## src/rtl/inst_fetch_pkg.sv

```systemverilog
// Shared constants, state encoding and FIFO entry layout for the fetch stage.
// The entry carries a fault bit only when IF_MISALIGN_CHECK_EN is defined.
package inst_fetch_pkg;

  localparam int ADDR_WIDTH = 32;
  localparam int DATA_WIDTH = 32;
  localparam logic [DATA_WIDTH-1:0] NOP_INST = 32'h0000_0013;

  typedef enum logic [1:0] {
    IF_BOOT  = 2'd0,
    IF_RUN   = 2'd1,
    IF_FAULT = 2'd2
  } if_state_t;

`ifdef IF_MISALIGN_CHECK_EN
  localparam int ENTRY_WIDTH = ADDR_WIDTH + DATA_WIDTH + 1;
`else
  localparam int ENTRY_WIDTH = ADDR_WIDTH + DATA_WIDTH;
`endif

  // Sequential fetch address; wraps modulo 2^32 with no flag.
  function automatic logic [ADDR_WIDTH-1:0] next_pc(input logic [ADDR_WIDTH-1:0] pc);
    return pc + ADDR_WIDTH'(4);
  endfunction

endpackage

```

## src/rtl/inst_fetch_fifo.sv

```systemverilog
// Prefetch FIFO for {pc, inst} pairs: flush beats push/pop, a push into a full
// FIFO is taken only together with a pop, and the head is read from registers.
module inst_fetch_fifo #(
  parameter int WIDTH = 64,
  parameter int DEPTH = 4
) (
  input  logic                     clk,
  input  logic                     rst_n,
  input  logic                     push,
  input  logic                     pop,
  input  logic                     flush,
  input  logic [WIDTH-1:0]         din,
  output logic [WIDTH-1:0]         dout,
  output logic [$clog2(DEPTH):0]   count,
  output logic                     full,
  output logic                     empty
);

  localparam int PTR_W = $clog2(DEPTH);
  localparam int CNT_W = PTR_W + 1;

  logic [WIDTH-1:0] mem [DEPTH];
  logic [PTR_W-1:0] rd_ptr;
  logic [PTR_W-1:0] wr_ptr;
  logic             do_push;
  logic             do_pop;

  assign full    = (count == CNT_W'(DEPTH));
  assign empty   = (count == '0);
  assign do_pop  = pop & ~empty;
  assign do_push = push & (~full | do_pop);
  assign dout    = mem[rd_ptr];

  // Storage is reset so the head never shows X, even when empty.
  always_ff @(posedge clk or negedge rst_n) begin
    if (!rst_n) begin
      rd_ptr <= '0;
      wr_ptr <= '0;
      count  <= '0;
      for (int i = 0; i < DEPTH; i++) begin
        mem[i] <= '0;
      end
    end else if (flush) begin
      rd_ptr <= '0;
      wr_ptr <= '0;
      count  <= '0;
    end else begin
      if (do_push) begin
        mem[wr_ptr] <= din;
        wr_ptr      <= wr_ptr + 1'b1;
      end
      if (do_pop) begin
        rd_ptr <= rd_ptr + 1'b1;
      end
      if (do_push && !do_pop) begin
        count <= count + 1'b1;
      end else if (do_pop && !do_push) begin
        count <= count - 1'b1;
      end
    end
  end

endmodule

```

## src/rtl/inst_fetch.sv

```systemverilog
// Instruction fetch stage: owns fetch_pc, drives inst_rom and feeds decode from
// a prefetch FIFO. Optional misaligned-redirect trapping via IF_MISALIGN_CHECK_EN.
module inst_fetch
  import inst_fetch_pkg::*;
#(
  parameter int                    DEPTH    = 4,
  parameter logic [ADDR_WIDTH-1:0] RESET_PC = 32'h0000_0000
) (
  input  logic                    CLK,
  input  logic                    RST,
  output logic [ADDR_WIDTH-1:0]   rom_addr_o,
  output logic                    rom_ce_o,
  input  logic [DATA_WIDTH-1:0]   rom_data_i,
  input  logic                    redirect_i,
  input  logic [ADDR_WIDTH-1:0]   redirect_pc_i,
  output logic                    id_valid_o,
  input  logic                    id_ready_i,
  output logic [ADDR_WIDTH-1:0]   id_pc_o,
  output logic [DATA_WIDTH-1:0]   id_inst_o,
  output logic                    id_fault_o,
  output if_state_t               state_dbg,
  output logic [$clog2(DEPTH):0]  count_dbg
);

  if_state_t              state;
  if_state_t              state_next;
  logic [ADDR_WIDTH-1:0]  fetch_pc;
  logic [ADDR_WIDTH-1:0]  fetch_pc_next;
  logic                   pop;
  logic                   push;
  logic                   marker_push;
  logic                   full;
  logic                   empty;
  logic [ENTRY_WIDTH-1:0] push_entry;
  logic [ENTRY_WIDTH-1:0] head_entry;

  // Decode handshake: the head transfers on a cycle where id_valid_o and
  // id_ready_i are both 1; a redirect in that cycle flushes it instead.
  assign id_valid_o = ~empty;
  assign pop        = id_valid_o & id_ready_i;
  assign rom_ce_o   = (state == IF_RUN) & ~redirect_i & (~full | pop);
  assign rom_addr_o = fetch_pc;
  assign push       = rom_ce_o | marker_push;
  assign state_dbg  = state;

`ifdef IF_MISALIGN_CHECK_EN
  logic misaligned;
  logic marker_pending;

  assign misaligned  = (redirect_pc_i[1:0] != 2'b00);
  assign marker_push = (state == IF_FAULT) & marker_pending & ~redirect_i;
  assign push_entry  = marker_push ? {1'b1, fetch_pc, NOP_INST}
                                   : {1'b0, fetch_pc, rom_data_i};
  assign id_fault_o  = head_entry[ENTRY_WIDTH-1];

  // One marker per misaligned redirect; an aligned redirect cancels it.
  always_ff @(posedge CLK or negedge RST) begin
    if (!RST) begin
      marker_pending <= 1'b0;
    end else if (redirect_i) begin
      marker_pending <= misaligned;
    end else if (marker_push) begin
      marker_pending <= 1'b0;
    end
  end
`else
  assign marker_push = 1'b0;
  assign push_entry  = {fetch_pc, rom_data_i};
  assign id_fault_o  = 1'b0;
`endif

  assign id_pc_o   = head_entry[DATA_WIDTH +: ADDR_WIDTH];
  assign id_inst_o = head_entry[DATA_WIDTH-1:0];

  always_comb begin
    state_next    = state;
    fetch_pc_next = fetch_pc;
    unique case (state)
      IF_BOOT:  state_next = IF_RUN;
      IF_RUN:   state_next = IF_RUN;
`ifdef IF_MISALIGN_CHECK_EN
      IF_FAULT: state_next = IF_FAULT;
`else
      IF_FAULT: state_next = IF_RUN;
`endif
      default:  state_next = IF_BOOT;
    endcase
    // Redirect wins over sequential fetch, including during BOOT.
    if (redirect_i) begin
`ifdef IF_MISALIGN_CHECK_EN
      fetch_pc_next = redirect_pc_i;
      state_next    = misaligned ? IF_FAULT : IF_RUN;
`else
      fetch_pc_next = redirect_pc_i & ~ADDR_WIDTH'(3);
      state_next    = IF_RUN;
`endif
    end else if (rom_ce_o) begin
      fetch_pc_next = next_pc(fetch_pc);
    end
  end

  always_ff @(posedge CLK or negedge RST) begin
    if (!RST) begin
      state    <= IF_BOOT;
      fetch_pc <= RESET_PC;
    end else begin
      state    <= state_next;
      fetch_pc <= fetch_pc_next;
    end
  end

  inst_fetch_fifo #(
    .WIDTH (ENTRY_WIDTH),
    .DEPTH (DEPTH)
  ) u_fifo (
    .clk   (CLK),
    .rst_n (RST),
    .push  (push),
    .pop   (pop),
    .flush (redirect_i),
    .din   (push_entry),
    .dout  (head_entry),
    .count (count_dbg),
    .full  (full),
    .empty (empty)
  );

endmodule

```

## config.mk

```make
export PLATFORM = sky130hd
export DESIGN_NAME = inst_fetch
export DESIGN_NICKNAME = d
export VERILOG_FILES = /design/src/rtl/inst_fetch_pkg.sv /design/src/rtl/inst_fetch_fifo.sv /design/src/rtl/inst_fetch.sv
export SDC_FILE = /design/constraint.sdc
export NUM_CORES = 1
export LEC_CHECK = 0
export CORE_ASPECT_RATIO = 0.7
export CORE_MARGIN = 8
export CORE_UTILIZATION = 45
export CTS_BUF_LIST = sky130_fd_sc_hd__clkbuf_16
export CTS_CLUSTER_DIAMETER = 50
export DETAILED_ROUTE_END_ITERATION = 10
export PLACE_DENSITY_LB_ADDON = 0.08
export SLEW_MARGIN = 20
export SYNTH_ARGS = -nofsm -noshare
export SYNTH_HDL_FRONTEND = slang
export SYNTH_SLANG_ARGS = --single-unit
```

## constraint.sdc

```tcl
create_clock -name CLK -period 6.3 [get_ports CLK]
set_input_delay 0.63 -clock CLK [delete_from_list [all_inputs] [get_ports CLK]]
set_output_delay 0.63 -clock CLK [all_outputs]
set_load 0.005 [all_outputs]
```

# Word level (Yosys, flattened, before mapping)
# Cells that the tools add are included.
totals:
  ff_bits: 297
  latchBits: 0
  ram_bits: 0
  mem_bits_ro: 0
  output_inout_bits: 104
  memories: 0
classes:
  n_addsub: 5
  mul: 0
  n_div: 0
  magnitude_cmp: 3
  n_eq_ne: 3
  shifts: 0
  n_mux: 17
  bitwise_logic: 12
  reduce_logical: 13
ops:
  columns: ["op", "count"]
  rows:
  - ["$bwmux 256", 1]
  - ["$mux 64", 3]
  - ["$bmux 64 s2", 1]
  - ["$demux 64 s2", 1]
  - ["$mux 32", 2]
  - ["$add 32x3->32 const B", 1]
  - ["$mux 3", 3]
  - ["$mux 2", 4]
  - ["$ge 3x3->1 const B", 2]
  - ["$not 2->3", 2]
  - ["$reduce_bool 2->1", 3]
  - ["$and 1x1->1", 5]
  - ["$add 2x1->2 const B", 2]
  - ["$add 3x1->3 const B", 1]
  - ["$eq 3x3->1 const B", 1]
  - ["$logic_and 1x1->1", 3]
  - ["$logic_not 3->1", 1]
  - ["$lt 3x1->1 const B", 1]
  - ["$not 1->1", 3]
  - ["$reduce_bool 3->1", 1]
  - ["$reduce_or 3->1", 1]
  - ["$sub 3x1->3 const B", 1]
  - ["$eq 2x1->1 const B", 1]
  - ["$eq 2x2->1 const B", 1]
  - ["other kinds (5)", 8]

# Depth between registers and ports, before layout
depth:
  ltp_word: 11
  ltp_mapped: 7

# Cells and area by module
# Synthesis repeated with hierarchy kept, for this count alone.
unflattened:
  hier_cells: 885
  hier_area_um2: 13339.0
by_module_without_submodules:
  columns: ["module", "n_inst", "cells_each", "area_each_um2", "seq_area_each_um2"]
  rows:
  - ["inst_fetch_fifo", 1, 682, 11519.8, 6581.3]
  - ["inst_fetch", 1, 203, 1819.2, 775.7]

# Worst setup path before layout
# Ideal clock, no wire load.
synth_timing:
  path_kind: "input -> register"
  from: "input port id_ready_i"
  to: "register u_fifo.count[2]"
  setup_ns: 0.125
  t_arrival_ns: 2.318
  setup_slack_ns: 3.858
  path_stages: 6
  path_buffers: 0
  path_cell_list: "nor4b_2 > nor3_1 > fa_1 > nor4_1 > a31oi_1 > mux2_2"
synth_via:
  elab_chain_cells: 7
synth_lines:
  columns: ["item", "line", "source"]
  rows:
  - ["from (decl)", "inst_fetch.sv:17", "input logic id_ready_i,"]
  - ["$and 1x1->1 *", "inst_fetch.sv:40", "assign pop = id_valid_o & id_ready_i;"]
  - ["$or 1x1->1 / $and 1x1->1 (equally long branches)", "inst_fetch.sv:41, inst_fetch_fifo.sv:30", null]
  - ["$and 1x1->1 / $or 1x1->1 (equally long branches)", "inst_fetch.sv:41, inst_fetch_fifo.sv:31", null]
  - ["$and 1x1->1", "inst_fetch_fifo.sv:31", "assign do_push = push & (~full | do_pop);"]
  - ["$logic_and 1x1->1 / $logic_not 1->1 (equally long branches)", "inst_fetch_fifo.sv:55, inst_fetch_fifo.sv:57", null]
  - ["$mux 3 / $logic_and 1x1->1 (equally long branches)", "inst_fetch_fifo.sv:55, inst_fetch_fifo.sv:57", null]
  - ["$mux 3 / $reduce_bool 3->1 (equally long branches)", null, null]
  - ["to (signal assigned)", "inst_fetch_fifo.sv:56", "count <= count + 1'b1;"]
  - ["to (signal assigned)", "inst_fetch_fifo.sv:58", "count <= count - 1'b1;"]
  - ["to (decl)", "inst_fetch_fifo.sv:14", "output logic [$clog2(DEPTH):0] count,"]
# Mark *: on every way between the ends. The rest lies on a longest branch, timed or not.
# A chain may end at the register's enable or synchronous reset.

# Final worst setup path
layout_timing:
  from: "register u_fifo.rd_ptr[0]"
  to: "output port id_pc_o[25]"
layout_via:
  elab_chain_cells: 4
layout_lines:
  columns: ["item", "line", "source"]
  rows:
  - ["from (decl)", "inst_fetch_fifo.sv:23", "logic [PTR_W-1:0] rd_ptr;"]
  - ["from (signal assigned)", "inst_fetch_fifo.sv:53", "rd_ptr <= rd_ptr + 1'b1;"]
  - ["$not 2->3 (implied by the code)", "inst_fetch_fifo.sv:32", "assign dout = mem[rd_ptr];"]
  - ["$bmux 64 s2", "inst_fetch_fifo.sv:32", null]
  - ["$mux 64 (implied by the code) (2 in series)", "inst_fetch_fifo.sv:32", null]
  - ["to (decl)", "inst_fetch.sv:18", "output logic [ADDR_WIDTH-1:0] id_pc_o,"]
# Every way passes these cells. The select of a mux whose other input is x is not followed.

==> results by group <==
Outcome
  – Outcome: completed

Synth
  – List of most frequent post-synthesis cells: dfrtp_1, mux2_2, mux4_2, buf_6, nand2_1
  – Mean Syn Cell Area: 14.9 um^2
  – Seq/Total Area, Yosys: 54.0%
  – Most frequent cell after synthesis: dfrtp_1
  – Synthesized area: 13,300 um^2
  – Synth top area cells: dfrtp_1, mux2_2, mux4_2
  – Number of synthesized register bits: 286
  – Share of the synthesized area in the top cell type: 54.0%
  – Syn Inst Count: 892
  – Synth Flop Type: dfrtp_1
  – Post-synth top area cell: dfrtp_1
  – Post-synth EDFFs: 0
  – Synth warn: 0
  – Asr flop ratio synth: 100%
  – Post-synthesis cell type count: 55

Routing
  – Drt drc: 0
  – DRT Pass-1 Iters: 4
  – Initial DRC count: 415
  – Vias: 8,031
  – Final WL: 31.3 mm
  – Antenna-violating nets left: 0
  – Avg Vias per Cell: 5.63
  – Mean routed wirelength per cell: 22.0 um

Floorplan
  – Core box area: 29,000 um^2
  – IO Count: 172
  – Die ar.: 35,300 um^2
  – Num rows: 52
  – Die height: 160 um
  – Die width: 221 um
  – Initial Utilization: 45.8%

STA
  – Period utilization: 61.8%
  – Clk_skew: 0.0136 ns
  – Fin. Hold Viols: 0
  – Fin Setup TNS: 0 ns
  – F_max: 0.257 GHz
  – Finish-stage setup viols: 0
  – Relative slew margins: 26.3%
  – Post-route setup slack: 2.41 ns
  – Fin crit period: 3.89 ns
  – Unrepaired setup endpoints after global routing: false
  – Worst slew pin tran: 1.10 ns
  – Max-slew violations: 0

Placed design
  – Dpl cells: 1,369
  – GP Congestion: 0.736
  – Dpl ws: 2.86 ns
  – Post-DP HPWL: 19.0 mm
  – PortBufs: 163

Global route
  – GRT overflow: 0
  – GRT Total Usage: 17.9%
  – Largest net degree at the start of global routing: 89
  – Initial antenna violation count: 1
  – First-pass GRT wire length: 50.8 mm
  – Vias in the first global route: 8,536

Cells and area
  – Layout cells sized above 1: 36.8%
  – Reg area: 7160 um^2
  – Layout net count: 1,098
  – Final std cells w/o fill: 1,427
  – Multi-input gate area: 5610 um^2
  – Util after Layout: 55.1%
  – # fillers: 2,436
  – Area grow syn2layout: 20.4%

CTS
  – Clock Tree Buf Depth: 3
  – Postcts setup bufs: 0
  – CTS H-tree lvls: 1
  – Post-CTS Hold Buffers: 0
  – Clk slew on worst S/H paths: 0.06 ns
  – Inserted Clock Buffers: 31
  – TritonCTS clock tree: yes
  – Root buf cell: clkbuf_16
  – Clk_lat worst skew: 0.56 ns
  – # clock sinks: 286
  – Cts repair resizes: 0

Run
  – Max_cap viols: 0

Pwr
  – Pwr dens: 424 nW/um^2
  – Leak pwr: 0.00671 uW
  – Worst vdd ir: 0.224 mV

Setup path
  – Worst Path Required: 5.67 ns
  – Crit path DAT: 3.26 ns
  – CP startpoint kind: register
  – R2r setup slk: 3.51 ns
  – Critical R2R Capture: u_fifo.mem[5]
  – Critical path class: reg2out
  – Reg-to-Reg Start: u_fifo.count[2]
  – Setup crit end kind: primary output
  – Worst R2R Path Depth: 5
  – CP Max Fanout: 42

Worst hold path
  – Min-Delay Path Class: in2async
==> power by group <==
| part | internal (uW) | total, uW | switching [uW] | leakage, uW |
|---|---|---|---|---|
| registers | 2510 | 2960 | 452 | 0.00353 |
| clock network | 1020 | 1780 | 755 | 0.000496 |
| logic | 1420 | 2040 | 621 | 0.00268 |
==> per-layer routing <==
layer | wire (um) | global-route usage [%] | vias up
li1 | - | - | 3592
met4 | 810 | 4.96 | 0
met1 | 14600 | 24.7 | 4234
met2 | 14700 | 28.4 | 153
met5 | 0 | 0 | -
met3 | 1290 | 4.01 | 52
==> registers in the layout (all words and copies together) (netlist names) <==
name	cells
rom_addr_o	30
state_dbg	1
u_fifo.count	3
u_fifo.mem	248
u_fifo.rd_ptr	2
u_fifo.wr_ptr	2
==> worst max path at each step <==
stage,start,to,cells after the start
floorplan,id_ready_i,u_fifo.count[2],6
global placement,u_fifo.rd_ptr[0],id_pc_o[25],3
detailed placement,u_fifo.rd_ptr[0],id_pc_o[25],3
CTS,u_fifo.rd_ptr[0],id_pc_o[25],3
global route,u_fifo.rd_ptr[0],id_pc_o[25],3
finish,u_fifo.rd_ptr[0],id_pc_o[25],3
==> layout by cell type (no fill, tap or decap), types with 3 or more instances in the layout <==
master	netlist	final
clkinv_1	0	8
nand3_1	14	14
or3_1	7	7
ha_1	5	5
xnor2_1	4	4
nand2_1	24	24
xor2_1	6	6
clkbuf_16	0	31
or3_2	3	3
mux4_2	62	62
or2_2	3	3
mux2_2	250	250
and3_1	4	4
o21ai_0	13	13
or4_1	14	14
nor4_1	7	7
buf_4	6	6
mux2i_1	3	3
a31oi_1	19	19
dfrtp_1	286	284
conb_1	2	7
clkinv_2	0	5
bufinv_16	0	3
clkdlybuf4s50_1	0	162
nor2_1	23	23
o31ai_1	13	13
inv_1	11	13
nand4_1	7	7
==> per-stage QoR <==
stage | hold slack (ns) | power [uW] | cell area, um^2
detailed placement | 0.487 | 5060 | 15000
floorplan | 0.334 | 4090 | 13300
finish | 0.0375 | 6770 | 16000
global placement | 0.482 | 5010 | 15000
global route | 0.0852 | 7190 | 16000
CTS | 0.0673 | 6880 | 15900
==> final cells by class <==
class                   count  share of cell area, %
well taps                 378                   2.96
flip-flops and latches    286                   44.9
inverters                  11                  0.259
clock buffers              31                   4.86
diodes                      1                 0.0157
repair buffers            169                   10.5
clock inverters            26                   1.36
multi-input cells         525                   35.1
==> worst max-delay path: stages (launching register included) <==
cell,delay (ns)
dfrtp_4,1.04
buf_4,0.57
mux4_2,0.62
clkdlybuf4s50_1,0.48
==> cell families after synthesis <==
family,after synthesis,share of synthesized area [%]
AND/OR/NAND/NOR,130,5.74
other,2,0.0566
adder cells (fa/ha/maj),6,0.623
flip-flops,286,54.0
multiplexers,315,32.0
AO/OA/AOI/OAI,57,2.81
buffers and inverters,86,4.17
XOR/XNOR,10,0.660
No activity file was read; power rests on OpenSTA's default activity.
